$ cat src/rtl/alu_seq.sv
// alu_seq: registered ALU with Z/N/V flags, shifts and an iterative
// shift-add multiplier, driven by a start/busy/done handshake.
module alu_seq #(
  parameter int WIDTH = 16
) (
  input  logic             clk,
  input  logic             reset,
  input  logic             start,
  input  logic [WIDTH-1:0] Ain,
  input  logic [WIDTH-1:0] Bin,
  input  logic [2:0]       ALUop,
  output logic [WIDTH-1:0] out,
  output logic             Z,
  output logic             N,
  output logic             V,
  output logic             busy,
  output logic             done
);

  localparam int CW = $clog2(WIDTH) + 1;
  localparam int MSB = WIDTH - 1;

  localparam logic [2:0] OP_ADD = 3'b000;
  localparam logic [2:0] OP_SUB = 3'b001;
  localparam logic [2:0] OP_AND = 3'b010;
  localparam logic [2:0] OP_NOT = 3'b011;
  localparam logic [2:0] OP_MUL = 3'b100;
  localparam logic [2:0] OP_LSL = 3'b101;
  localparam logic [2:0] OP_LSR = 3'b110;
  localparam logic [2:0] OP_ASR = 3'b111;

  typedef enum logic {IDLE, MUL} state_t;

  state_t state_q, state_d;

  logic [WIDTH-1:0]   out_q, out_d;
  logic               z_q, z_d;
  logic               n_q, n_d;
  logic               v_q, v_d;
  logic               busy_q, busy_d;
  logic               done_q, done_d;
  logic [CW-1:0]      cnt_q, cnt_d;
  logic [2*WIDTH-1:0] mcand_q, mcand_d;
  logic [WIDTH-1:0]   mplier_q, mplier_d;
  logic [2*WIDTH-1:0] acc_q, acc_d;

  logic [WIDTH-1:0]   alu_res;
  logic               alu_v;
  logic [2*WIDTH-1:0] acc_sum;
  logic               last_iter;
  logic               accept;
  logic               is_mul;

  assign accept    = (state_q == IDLE) && start;
  assign is_mul    = (ALUop == OP_MUL);
  assign last_iter = (cnt_q == CW'(WIDTH - 1));
  assign acc_sum   = acc_q + (mplier_q[0] ? mcand_q : '0);

  // Single-cycle result and overflow for every non-multiply op
  always_comb begin
    alu_res = '0;
    alu_v   = 1'b0;
    case (ALUop)
      OP_ADD: begin
        alu_res = Ain + Bin;
        alu_v   = (Ain[MSB] == Bin[MSB]) &&
                  (alu_res[MSB] != Ain[MSB]);
      end
      OP_SUB: begin
        alu_res = Ain - Bin;
        alu_v   = (Ain[MSB] != Bin[MSB]) &&
                  (alu_res[MSB] != Ain[MSB]);
      end
      OP_AND: alu_res = Ain & Bin;
      OP_NOT: alu_res = ~Bin;
      OP_LSL: alu_res = {Bin[MSB-1:0], 1'b0};
      OP_LSR: alu_res = {1'b0, Bin[MSB:1]};
      OP_ASR: alu_res = {Bin[MSB], Bin[MSB:1]};
      default: alu_res = '0;
    endcase
  end

  // State and datapath registers, synchronous reset
  always_ff @(posedge clk) begin
    if (reset) begin
      state_q  <= IDLE;
      out_q    <= '0;
      z_q      <= 1'b1;
      n_q      <= 1'b0;
      v_q      <= 1'b0;
      busy_q   <= 1'b0;
      done_q   <= 1'b0;
      cnt_q    <= '0;
      mcand_q  <= '0;
      mplier_q <= '0;
      acc_q    <= '0;
    end else begin
      state_q  <= state_d;
      out_q    <= out_d;
      z_q      <= z_d;
      n_q      <= n_d;
      v_q      <= v_d;
      busy_q   <= busy_d;
      done_q   <= done_d;
      cnt_q    <= cnt_d;
      mcand_q  <= mcand_d;
      mplier_q <= mplier_d;
      acc_q    <= acc_d;
    end
  end

  // Next state: enter MUL on an accepted multiply, leave after WIDTH steps
  always_comb begin
    state_d = state_q;
    case (state_q)
      IDLE: if (accept && is_mul) state_d = MUL;
      MUL:  if (last_iter) state_d = IDLE;
      default: state_d = IDLE;
    endcase
  end

  // Outputs, flags and multiplier datapath
  always_comb begin
    out_d    = out_q;
    z_d      = z_q;
    n_d      = n_q;
    v_d      = v_q;
    busy_d   = busy_q;
    done_d   = 1'b0;
    cnt_d    = cnt_q;
    mcand_d  = mcand_q;
    mplier_d = mplier_q;
    acc_d    = acc_q;
    case (state_q)
      IDLE: begin
        if (accept && is_mul) begin
          mcand_d  = {{WIDTH{1'b0}}, Ain};
          mplier_d = Bin;
          acc_d    = '0;
          cnt_d    = '0;
          busy_d   = 1'b1;
        end else if (accept) begin
          out_d  = alu_res;
          z_d    = (alu_res == '0);
          n_d    = alu_res[MSB];
          v_d    = alu_v;
          done_d = 1'b1;
        end
      end
      MUL: begin
        acc_d    = acc_sum;
        mcand_d  = mcand_q << 1;
        mplier_d = mplier_q >> 1;
        cnt_d    = cnt_q + CW'(1);
        if (last_iter) begin
          out_d  = acc_sum[WIDTH-1:0];
          z_d    = (acc_sum[WIDTH-1:0] == '0);
          n_d    = acc_sum[MSB];
          v_d    = |acc_sum[2*WIDTH-1:WIDTH];
          busy_d = 1'b0;
          done_d = 1'b1;
          cnt_d  = '0;
        end
      end
      default: ;
    endcase
  end

  assign out  = out_q;
  assign Z    = z_q;
  assign N    = n_q;
  assign V    = v_q;
  assign busy = busy_q;
  assign done = done_q;

endmodule
$ cat config.mk
export PLATFORM = sky130hd
export DESIGN_NAME = alu_seq
export DESIGN_NICKNAME = d
export VERILOG_FILES = /design/src/rtl/alu_seq.sv
export SDC_FILE = /design/constraint.sdc
export NUM_CORES = 1
export LEC_CHECK = 0
export BUFFER_PORTS_ARGS = -buffer_cell sky130_fd_sc_hd__buf_2
export CAP_MARGIN = 20
export CELL_PAD_IN_SITES_DETAIL_PLACEMENT = 0
export CELL_PAD_IN_SITES_GLOBAL_PLACEMENT = 1
export CORE_ASPECT_RATIO = 1.25
export CORE_MARGIN = 2
export CORE_UTILIZATION = 45
export DETAILED_ROUTE_END_ITERATION = 6
export GPL_TIMING_DRIVEN = 0
export PLACE_DENSITY_LB_ADDON = 0.1
export SYNTH_ARGS = -nofsm -noshare
export SYNTH_HDL_FRONTEND = slang
export SYNTH_SLANG_ARGS = --single-unit
$ cat constraint.sdc
create_clock -name clk -period 8.75 [get_ports clk]
set_input_delay 1.75 -clock clk [delete_from_list [all_inputs] [get_ports clk]]
set_output_delay 1.75 -clock clk [all_outputs]
set_load 0.03 [all_outputs]
==> results.sh, run 1 <==
export IMPL_max_freq_mhz=210
export IMPL_numPortBuffers=57
export IMPL_peakVddDrop_mv=0.102
export IMPL_slowest_delay_ns=0.47
export IMPL_yosysSeqAreaShare_pct=25.0
export IMPL_final_cells=1494
export IMPL_maxSlewHeadroom_pct=37.7
export IMPL_cts_buffer_depth=2
export IMPL_wl_per_cell_um=20.8
export IMPL_cp_arrival_ns=5.07
export IMPL_wl_mm=31.0
export IMPL_tightest_slew_ns=0.931
export IMPL_area_growth_pct=10.4
export IMPL_grt_util_all_layers_pct=30.7
export IMPL_seqCellArea_mm2=0.00212
export IMPL_hpwl_mm=24.7
export IMPL_cp_start_kind="input pin"
export IMPL_antenna_cells=0
export IMPL_post_cts_buffers=0
export IMPL_clock_latency_ns=0.36
export IMPL_dr_total_vias=8988
export IMPL_hold_class="flop to flop"
export IMPL_hold_buffers=0
export IMPL_grt_pass1_vias=8607
export IMPL_clock_skew_ns=0.0118
export IMPL_post_route_drc_count=0
export IMPL_cts_made_buffers=9
export IMPL_p_total_mw=1.18
export IMPL_synth_edf_count=0
export IMPL_rsz0062_at_grt="false"
export IMPL_dieHeight_um=157
export IMPL_setup_tns_ns=0
export IMPL_ant_nets=0
export IMPL_synth_async_reset_ratio_pct=0
export IMPL_cts_max_level=3
export IMPL_synth_avg_cell_area_um2=7.14
export IMPL_drtIter0Drc=572
export IMPL_gp_congestion=0.934
export IMPL_core_mm2=0.0186
export IMPL_crit_top_cell="o21ai_0"
export IMPL_fill_cells=1996
export IMPL_setup_viol=0
export IMPL_required_ns=9.06
export IMPL_place_inst=1478
export IMPL_leakage_nw=3.80
export IMPL_clkTransAtPathRegs_ns=0.07
export IMPL_cts_tree="done"
export IMPL_cp_end_kind="flop"
export IMPL_synth_cells=1187
export IMPL_critPathSlowestCell="a221oi_2"
export IMPL_crit_fanout=8
export IMPL_ys_warn_count=0
export IMPL_path_cells="buf_2, inv_1, ha_1, clkbuf_2, nor2b_1, o21ai_0, nand3_1, a221oi_2, o21ai_0, a21oi_1, o21ai_0, a41oi_1, a21boi_0, o41a_1"
export IMPL_reg2reg_slack_ns=4.67
export IMPL_crit_buf_inv=3
export IMPL_antenna_found_initial=0
export IMPL_dieArea_mm2=0.0200
export IMPL_cts_resized=0
export IMPL_drv_slew=0
export IMPL_ys_flop_type="dfxtp_1"
export IMPL_fp_dieW_um=127
export IMPL_drive_above_1_share_pct=8.40
export IMPL_period_minus_slack_ns=4.76
export IMPL_synth_cell_area_mm2=0.00848
export IMPL_status="completed"
export IMPL_clock_sinks=106
export IMPL_hold_viol=0
export IMPL_worst_setup_path_type="input pin to flop"
export IMPL_grt_pass1_wl_mm=47.6
export IMPL_first_pass_iters=5
export IMPL_p_per_area_mw_per_mm2=126
export IMPL_root_buffer="clkbuf_16"
export IMPL_drv_cap=0
export IMPL_finalCritPeriodShare_pct=54.4
export IMPL_grt_overflow=0
export IMPL_multi_input_comb_area_mm2=0.00591
export IMPL_vias_per_cell=6.02
export IMPL_ys_types=82
export IMPL_grt_max_degree=19
export IMPL_num_io_pins=59
export IMPL_nets=1362
export IMPL_row_count=56
export IMPL_initial_core_util_pct=45.5
export IMPL_path_delay_family="compound AO/OA/AOI/OAI gates"
export IMPL_synth_nets=1292
export IMPL_ys_ff_latch=106
[worst reg2reg max path: cells and delay by family (launching register included)]
family | cells | cell delay (ns)
buffers and inverters | 1 | 0.39
and+or+nand+nor | 5 | 1.47
DFF | 1 | 0.50
xor gates and xnor gates | 1 | 0.21
AOI/OAI and AO/OA | 5 | 1.12
adders and majority gates | 1 | 0.29
[stage by stage]
stage | instance area, um2 | utilization, % | hold slack (ns) | worst slack (ns)
2_1_floorplan | 8480 | - | 0.436 | 4.42
3_3_place_gp | 9060 | 48.6 | 0.444 | 3.65
3_5_place_dp | 9070 | 48.7 | 0.446 | 3.69
4_1_cts | 9360 | 50.2 | 0.460 | 4.05
5_1_grt | 9360 | 50.2 | 0.477 | 3.74
6_report | 9360 | 50.2 | 0.458 | 3.99
[report_power, final]
part | internal (mW) | switching, mW | total [mW]
sequential | 0.493 | 0.00792 | 0.501
clock | 0.204 | 0.200 | 0.404
combinational | 0.0884 | 0.188 | 0.276
[area by class of cell]
cell class	count	area share (%)
plain buffers	74	3.37
clock buffers	10	2.55
clock inverters	6	0.548
inverters	35	1.40
multi-input cells	972	63.2
flip-flops and latches	106	22.7
well taps	232	3.10
repair buffers	59	3.18
[cell usage in the layout (no fill, tap or decap), types with 15 or more instances in the layout]
master	n
a21oi_1	173
clkbuf_1	47
a21o_1	16
and2_1	36
buf_1	15
buf_2	64
nand2_1	182
xnor2_1	15
nor3_1	30
dfxtp_1	106
o21ai_0	61
nand3_1	60
nor2_1	94
xor2_1	17
inv_1	33
ha_1	64
[cells in the mapped netlist, types with 16 or more instances]
| library cell | number | area [um2] |
|---|---|---|
| a21o_1 | 16 | 120 |
| inv_1 | 33 | 124 |
| and2_1 | 36 | 225 |
| clkbuf_1 | 47 | 176 |
| nor2_1 | 94 | 353 |
| dfxtp_1 | 106 | 2120 |
| nor3_1 | 30 | 150 |
| nand2_1 | 182 | 683 |
| o21ai_0 | 61 | 305 |
| xor2_1 | 17 | 149 |
| a21oi_1 | 173 | 866 |
| ha_1 | 64 | 801 |
| nand3_1 | 60 | 300 |
[logic make-up (layout without fill, tap and decap cells)]
logic type / after synthesis / after routing / synth area share, %
adder cells (fa/ha/maj): 67 / 67 / 10.2
AO/OA/AOI/OAI: 383 / 383 / 28.2
AND/OR/NAND/NOR: 476 / 476 / 26.4
flip-flops: 106 / 106 / 25.0
XOR/XNOR: 32 / 32 / 3.30
multiplexers: 14 / 14 / 1.67
buffers and inverters: 109 / 184 / 5.27
[sequential cells by signal (all words and copies together) (netlist names)]
| name | flops |
|---|---|
| done | 1 |
| V | 1 |
| mcand_q | 32 |
| cnt_q | 5 |
| N | 1 |
| mplier_q | 16 |
| out | 15 |
| Z | 1 |
| state_q | 1 |
| acc_q | 32 |
| busy | 1 |
[final timing paths]
path         cells past startpoint                     start                   to
max reg2reg                     13  mplier_q[0]$_SDFFE_PP0P_       V$_SDFFE_PP0P_
min reg2reg                      2       out[1]$_SDFFE_PP0P_  out[1]$_SDFFE_PP0P_
max                             14                    Bin[3]       V$_SDFFE_PP0P_
min                              2       out[1]$_SDFFE_PP0P_  out[1]$_SDFFE_PP0P_
[layer usage]
metal  up-vias  GRT usage (%)  wire length, um
met2       275           57.1            15800
met5         -              0                0
met4         0           13.6             1320
met1      4239           34.7            12300
met3        69           4.42             1600
li1       4405              -                -
(Power assumes the default switching activity.)
==> inputs of run 2 (changes only) <==
--- a/config.mk
+++ b/config.mk
@@ -5,13 +5,14 @@
 export SDC_FILE = /design/constraint.sdc
 export NUM_CORES = 1
 export LEC_CHECK = 0
+export ABC_AREA = 1
 export BUFFER_PORTS_ARGS = -buffer_cell sky130_fd_sc_hd__buf_2
 export CAP_MARGIN = 20
 export CELL_PAD_IN_SITES_DETAIL_PLACEMENT = 0
 export CELL_PAD_IN_SITES_GLOBAL_PLACEMENT = 1
 export CORE_ASPECT_RATIO = 1.25
 export CORE_MARGIN = 2
-export CORE_UTILIZATION = 45
+export CORE_UTILIZATION = 39
 export DETAILED_ROUTE_END_ITERATION = 6
 export GPL_TIMING_DRIVEN = 0
 export PLACE_DENSITY_LB_ADDON = 0.1
==> constraint.sdc (replaced) <==
create_clock -name clk -period 4.25 [get_ports clk]
set_input_delay 0.85 -clock clk [delete_from_list [all_inputs] [get_ports clk]]
set_output_delay 0.85 -clock clk [all_outputs]
set_load 0.03 [all_outputs]
==> run 2 against run 1 <==
Effect of this change: largest power group unchanged; highest routed layer unchanged; synthesized cell count is 35% higher; design area grew 12%; utilization down 6.2 points; global-route usage is 3.2 points lower; sequential share of layout area decreased by 2.5 points; final cell count is 33% higher.
==> results.sh, run 2 <==
export IMPL_p_total_mw=2.61
export IMPL_hold_end="cnt_q[3]$_SDFFE_PP0P_"
export IMPL_crit_top_cell="nand2_1"
export IMPL_clock_skew_ns=0.0129
export IMPL_fp_dieW_um=144
export IMPL_grt_util_all_layers_pct=27.5
export IMPL_ys_warn_count=0
export IMPL_grt_overflow=0
export IMPL_r2r_start="mplier_q[0]$_SDFFE_PP0P_"
export IMPL_cp_arrival_ns=3.67
export IMPL_area_growth_pct=10.4
export IMPL_holdWs_ns=0.462
export IMPL_root_buffer="clkbuf_16"
export IMPL_synth_edf_count=0
export IMPL_place_inst=1978
export IMPL_synth_area_leaders="dfxtp_1 22%, nand2_1 21%, inv_1 8.4%"
export IMPL_cts_resized=0
export IMPL_hold_class="flop to flop"
export IMPL_yosys_area_top_type="dfxtp_1"
export IMPL_first_pass_iters=5
export IMPL_ys_types=48
export IMPL_top_regs="acc_q x32, mcand_q x32, mplier_q x16"
export IMPL_synth_cell_area_mm2=0.00953
export IMPL_grt_pass1_wl_mm=53.4
export IMPL_required_ns=4.51
export IMPL_num_io_pins=59
export IMPL_yosysSeqAreaShare_pct=22.3
export IMPL_rsz0062_at_grt="false"
export IMPL_grt_max_degree=20
export IMPL_crit_fanout=10
export IMPL_antenna_found_initial=0
export IMPL_nets=1769
export IMPL_final_cells=1994
export IMPL_clock_latency_ns=0.37
export IMPL_initial_core_util_pct=39.9
export IMPL_synth_avg_cell_area_um2=5.96
export IMPL_post_route_drc_count=0
export IMPL_cp_start_kind="flop"
export IMPL_cp_end_kind="flop"
export IMPL_antenna_cells=0
export IMPL_max_freq_mhz=293
export IMPL_ant_nets=0
export IMPL_cts_max_level=3
export IMPL_ys_ff_latch=106
export IMPL_setup_tns_ns=0
export IMPL_hpwl_mm=29.4
export IMPL_cts_made_buffers=9
export IMPL_ys_top_cells_by_count="528 x nand2_1, 214 x inv_1, 129 x nor2_1, 106 x dfxtp_1, 99 x nand3_1"
export IMPL_dieHeight_um=179
export IMPL_hold_buffers=0
export IMPL_final_common_cell="nand2_1"
export IMPL_dr_total_vias=10200
export IMPL_yosysMostFrequentCell="nand2_1"
export IMPL_gp_congestion=0.927
export IMPL_finalCritPeriodShare_pct=80.2
export IMPL_core_mm2=0.0239
export IMPL_post_cts_buffers=0
export IMPL_cts_tree="done"
export IMPL_row_count=63
export IMPL_cts_buffer_depth=2
export IMPL_wl_mm=34.9
export IMPL_clkTransAtPathRegs_ns=0.08
export IMPL_min_from="cnt_q[3]$_SDFFE_PP0P_"
export IMPL_dieArea_mm2=0.0257
export IMPL_hold_viol=0
export IMPL_drv_slew=0
export IMPL_synth_async_reset_ratio_pct=0
export IMPL_worst_setup_path_type="flop to flop"
export IMPL_synth_nets=1703
export IMPL_status="completed"
export IMPL_leakage_nw=5.41
export IMPL_drtIter0Drc=471
export IMPL_tightest_slew_ns=0.766
export IMPL_period_minus_slack_ns=3.41
export IMPL_numPortBuffers=55
export IMPL_r2r_end="V$_SDFFE_PP0P_"
export IMPL_slowest_delay_ns=0.38
export IMPL_peakVddDrop_mv=0.174
export IMPL_worstHoldPathCells=2
export IMPL_drive_above_1_share_pct=10.5
export IMPL_setup_viol=0
export IMPL_vias_per_cell=5.11
export IMPL_reg2regPathDepth=19
export IMPL_reg2reg_slack_ns=0.84
export IMPL_synth_cells=1598
export IMPL_wl_per_cell_um=17.5
export IMPL_drv_cap=0
export IMPL_p_per_area_mw_per_mm2=248
export IMPL_ys_flop_type="dfxtp_1"
export IMPL_maxSlewHeadroom_pct=48.9
export IMPL_critPathSlowestCell="clkbuf_1"
export IMPL_synth_top_cell_area_share_pct=22.3
export IMPL_path_cells="clkbuf_1, clkbuf_1, nand2_1, inv_1, ha_1, nand2_2, inv_1, nand2_1, nand2_1, a21oi_1, nand3_1, nand2_1, nand2_1, nor2_1, nand4_1, nor2_1, nand3_1, nand2_1, nand2_1"
export IMPL_layout_common_cells="528 x nand2_1, 214 x inv_1, 129 x nor2_1"
export IMPL_grt_pass1_vias=9859
export IMPL_clock_sinks=106
[run 2: cell count changes in the layout (fill, tap and decap cells not counted), sizes merged, moves of 14 or more]
cell,previous run,this run
nand2,182,547
inv,35,229
a21oi,174,102
nand3,60,112
nor2,94,146
and2,36,3
a31oi,14,44
clkbuf,61,40
nor3,30,12
o21ai,67,85
a21o,16,2
[run 2: cell type report]
class                      count  area, um2
tap                          325        407
clock buffer                  10        229
inverter                     227        857
fill                        2732      13400
clock inverter                 6       81.3
sequential                   106       2120
timing repair buffer          55        275
multi-input combinational   1202       6180
buffer                        63        374
[run 2: layer usage]
layer | global-route usage (%) | part of all wire, % | wire length (um)
met1 | 28.8 | 38 | 13200
met2 | 53.5 | 54 | 18800
met3 | 2.56 | 2.9 | 1010
met4 | 14.4 | 5.4 | 1880
met5 | 0 | 0 | 0
[run 2: kinds of logic after synthesis]
logic type      count (synthesis)  synth area share, %
xor+xnor                       14                 1.29
flops                         106                 22.3
simple gates                  853                 38.5
fa+ha+maj                      67                 9.03
compound gates                268                 16.0
buf+inv                       290                 12.9
[run 2: worst max-delay path by stage]
stage | cells past startpoint | to | slack [ns] | from
after floorplan | 15 | Z$_SDFFE_PP1P_ | 1.76 | Ain[0]
after global placement | 19 | V$_SDFFE_PP0P_ | 0.87 | mplier_q[0]$_SDFFE_PP0P_
after detailed placement | 19 | V$_SDFFE_PP0P_ | 0.86 | mplier_q[0]$_SDFFE_PP0P_
after CTS | 19 | V$_SDFFE_PP0P_ | 0.82 | mplier_q[0]$_SDFFE_PP0P_
after global routing | 19 | V$_SDFFE_PP0P_ | 0.48 | mplier_q[0]$_SDFFE_PP0P_
final | 19 | V$_SDFFE_PP0P_ | 0.84 | mplier_q[0]$_SDFFE_PP0P_
[run 2: metrics by stage]
stage	setup WS (ns)	area (um2)	utilization [%]
floorplan	1.76	9530	-
global placement	0.875	10200	42.8
detailed placement	0.864	10200	42.8
CTS	0.819	10500	44.1
global route	0.483	10500	44.1
finish	0.841	10500	44.1
[run 2: critical path, delay by kind of cell (launching register included)]
family,cells,cell delay [ns]
buffers and inverters,4,0.80
DFF,1,0.31
adders and majority gates,1,0.29
and+or+nand+nor,13,1.66
AOI/OAI and AO/OA,1,0.20
[run 2: power breakdown]
group          switching [mW]  internal (mW)  total, mW
logic                   0.447          0.202      0.649
clock network           0.430          0.469      0.900
registers              0.0255           1.03       1.06
==> inputs of run 3 (changes only) <==
==> constraint.sdc (replaced) <==
create_clock -name clk -period 2.75 [get_ports clk]
set_input_delay 0.55 -clock clk [delete_from_list [all_inputs] [get_ports clk]]
set_output_delay 0.55 -clock clk [all_outputs]
set_load 0.03 [all_outputs]
==> run 3 against run 2 <==
Effect of this change: first-iteration DRC count increased by 3.8%; clock power increased by 56%; largest cell class unchanged; flip-flop and latch count unchanged; die area unchanged; clock skew about the same; global-route usage increased by 0.074 points.
==> results.sh, run 3 (same netlist as run 2, synthesis figures left out) <==
export IMPL_status="completed"
export IMPL_rsz0062_at_grt="true"
export IMPL_peakVddDrop_mv=0.272
export IMPL_fp_dieW_um=144
export IMPL_drv_slew=0
export IMPL_intPower_mw=2.64
export IMPL_fill_cells=2704
export IMPL_crit_fanout=10
export IMPL_hold_buffers=0
export IMPL_pwr_share_seq_pct=40.4
export IMPL_clock_sinks=106
export IMPL_leakage_nw=5.48
export IMPL_row_count=63
export IMPL_area_growth_pct=14.5
export IMPL_cts_max_level=3
export IMPL_max_freq_mhz=374
export IMPL_cts_made_buffers=9
export IMPL_worstHoldPathCells=2
export IMPL_period_minus_slack_ns=2.68
export IMPL_cp_arrival_ns=2.94
export IMPL_cp_start_kind="flop"
export IMPL_numPortBuffers=55
export IMPL_dieArea_mm2=0.0257
export IMPL_reg2regPathDepth=19
export IMPL_wl_mm=35.3
export IMPL_core_mm2=0.0239
export IMPL_met1_usage_pct=28.9
export IMPL_final_common_cell="nand2_1"
export IMPL_grt_util_all_layers_pct=27.6
export IMPL_finalCritPeriodShare_pct=97.3
export IMPL_cp_startpoint="mplier_q[0]$_SDFFE_PP0P_"
export IMPL_grt_met2_usage_pct=53.9
export IMPL_post_route_drc_count=0
export IMPL_clkPwrFrac_pct=34.5
export IMPL_grt_pass1_vias=9885
export IMPL_p_per_area_mw_per_mm2=371
export IMPL_top_regs="acc_q x32, mcand_q x32, mplier_q x16"
export IMPL_postPlaceCellArea_mm2=0.0102
export IMPL_clock_skew_ns=0.0124
export IMPL_min_from="cnt_q[3]$_SDFFE_PP0P_"
export IMPL_gr_usage_met3_pct=2.56
export IMPL_drtIter0Drc=489
export IMPL_slowest_delay_ns=0.39
export IMPL_critPathSlowestCell="dfxtp_4"
export IMPL_dr_total_vias=10200
export IMPL_tightest_slew_ns=0.786
export IMPL_cp_end_kind="flop"
export IMPL_cts_buffer_depth=2
export IMPL_gp_congestion=0.927
export IMPL_hold_viol=0
export IMPL_wl_per_cell_um=17.7
export IMPL_vias_per_cell=5.13
export IMPL_hold_end="cnt_q[3]$_SDFFE_PP0P_"
export IMPL_initial_core_util_pct=39.9
export IMPL_num_io_pins=59
export IMPL_grt_max_degree=20
export IMPL_postLayoutCellArea_mm2=0.0109
export IMPL_p_total_mw=4.05
export IMPL_drive_above_1_share_pct=14.6
export IMPL_grt_overflow=0
export IMPL_path_cells="buf_8, nand2_1, inv_1, ha_2, nand2_1, inv_1, nand2_1, nor3_1, nand2_1, nand3_2, nand2_1, nand2_1, nand2_1, nand2_1, nand3_1, nor2_2, nand3_2, nand2_2, nand2_1"
export IMPL_maxSlewHeadroom_pct=47.6
export IMPL_busiest_layer="met2"
export IMPL_r2r_start="mplier_q[0]$_SDFFE_PP0P_"
export IMPL_r2r_end="V$_SDFFE_PP0P_"
export IMPL_hpwl_mm=29.4
export IMPL_hold_class="flop to flop"
export IMPL_antenna_found_initial=0
export IMPL_clkTransAtPathRegs_ns=0.08
export IMPL_required_ns=3.02
export IMPL_setup_viol=0
export IMPL_root_buffer="clkbuf_16"
export IMPL_comb_power_share_pct=25.1
export IMPL_grt_pass1_wl_mm=53.6
export IMPL_dieHeight_um=179
export IMPL_crit_top_cell="nand2_1"
export IMPL_clock_latency_ns=0.37
export IMPL_first_pass_iters=5
export IMPL_reg2reg_slack_ns=0.07
export IMPL_cts_tree="done"
export IMPL_sw_frac_of_total_pct=34.8
export IMPL_nets=1770
export IMPL_layout_common_cells="510 x nand2_1, 214 x inv_1, 118 x nor2_1"
export IMPL_p_sw_mw=1.41
export IMPL_antenna_cells=0
export IMPL_ant_nets=0
export IMPL_worst_setup_path_type="flop to flop"
export IMPL_drv_cap=0
## run 3: cell types whose count changed in the layout (fill, tap and decap cells not counted), moves of 5 or more
| cell | before | now |
|---|---|---|
| ha_1 | 64 | 44 |
| nand2_1 | 528 | 510 |
| nand2_2 | 16 | 29 |
| ha_4 | 0 | 11 |
| nor2_1 | 129 | 118 |
| ha_2 | 0 | 9 |
| nor2_2 | 10 | 18 |
| a21oi_1 | 95 | 90 |
| a21oi_2 | 6 | 11 |
| nand2_4 | 3 | 8 |
| nand3_1 | 99 | 94 |
## run 3: power by group through the flow
stage,Combinational (mW),Sequential [mW],Clock [mW]
final,1.02,1.63,1.40
after detailed placement,1.00,1.67,0
after CTS,1.01,1.63,1.42
after floorplan,0.629,1.71,0
after global placement,1.00,1.67,0
after global routing,1.12,1.64,1.47
## run 3: worst max-delay path, delay by kind of cell, from the launching register on
family	cells	cell delay, ns
simple gates	15	1.49
fa+ha+maj	1	0.37
flops	1	0.39
buf+inv	3	0.29
## run 3: final cells by class
type                       instances  area, um2  area share, %
buffer                            62        400           3.67
clock buffer                      10        229           2.10
timing repair buffer              57        290           2.66
clock inverter                     6       81.3          0.746
inverter                         227        857           7.86
multi-input combinational       1202       6520           59.7
tap                              325        407           3.73
sequential                       106       2130           19.5
## run 3: per-layer routing
| layer | vias to the layer above | wire length (um) |
|---|---|---|
| met5 | - | 0 |
| met4 | 0 | 1870 |
| met3 | 67 | 998 |
| met2 | 197 | 19000 |
| met1 | 4702 | 13500 |
| li1 | 5278 | - |
## run 3: timing repair
item | 4_1_cts | 5_1_grt
resized for setup | 28 | 65
hold endpoints to repair | 0 | 0
setup buffers | 1 | 1
setup endpoints to repair | 20 | 4
pin swaps | 3 | 7
## run 3: metrics by stage
stage               std cells  util [%]  hold WS, ns  setup slack (ns)  TNS [ns]
CTS                      1994      44.5        0.461           0.00452         0
floorplan                1598         -        0.440             0.389         0
global route             1995      45.7        0.479           -0.0535   -0.0535
detailed placement       1978      42.8        0.448            -0.636     -2.74
finish                   1995      45.7        0.463            0.0748         0
global placement         1978      42.8        0.440            -0.625     -2.67
## run 3: worst max-delay path by stage
| stage | end |
|---|---|
| after global routing | V$_SDFFE_PP0P_ |
| after CTS | V$_SDFFE_PP0P_ |
| final | V$_SDFFE_PP0P_ |
| after detailed placement | V$_SDFFE_PP0P_ |
| after global placement | V$_SDFFE_PP0P_ |
| after floorplan | V$_SDFFE_PP0P_ |
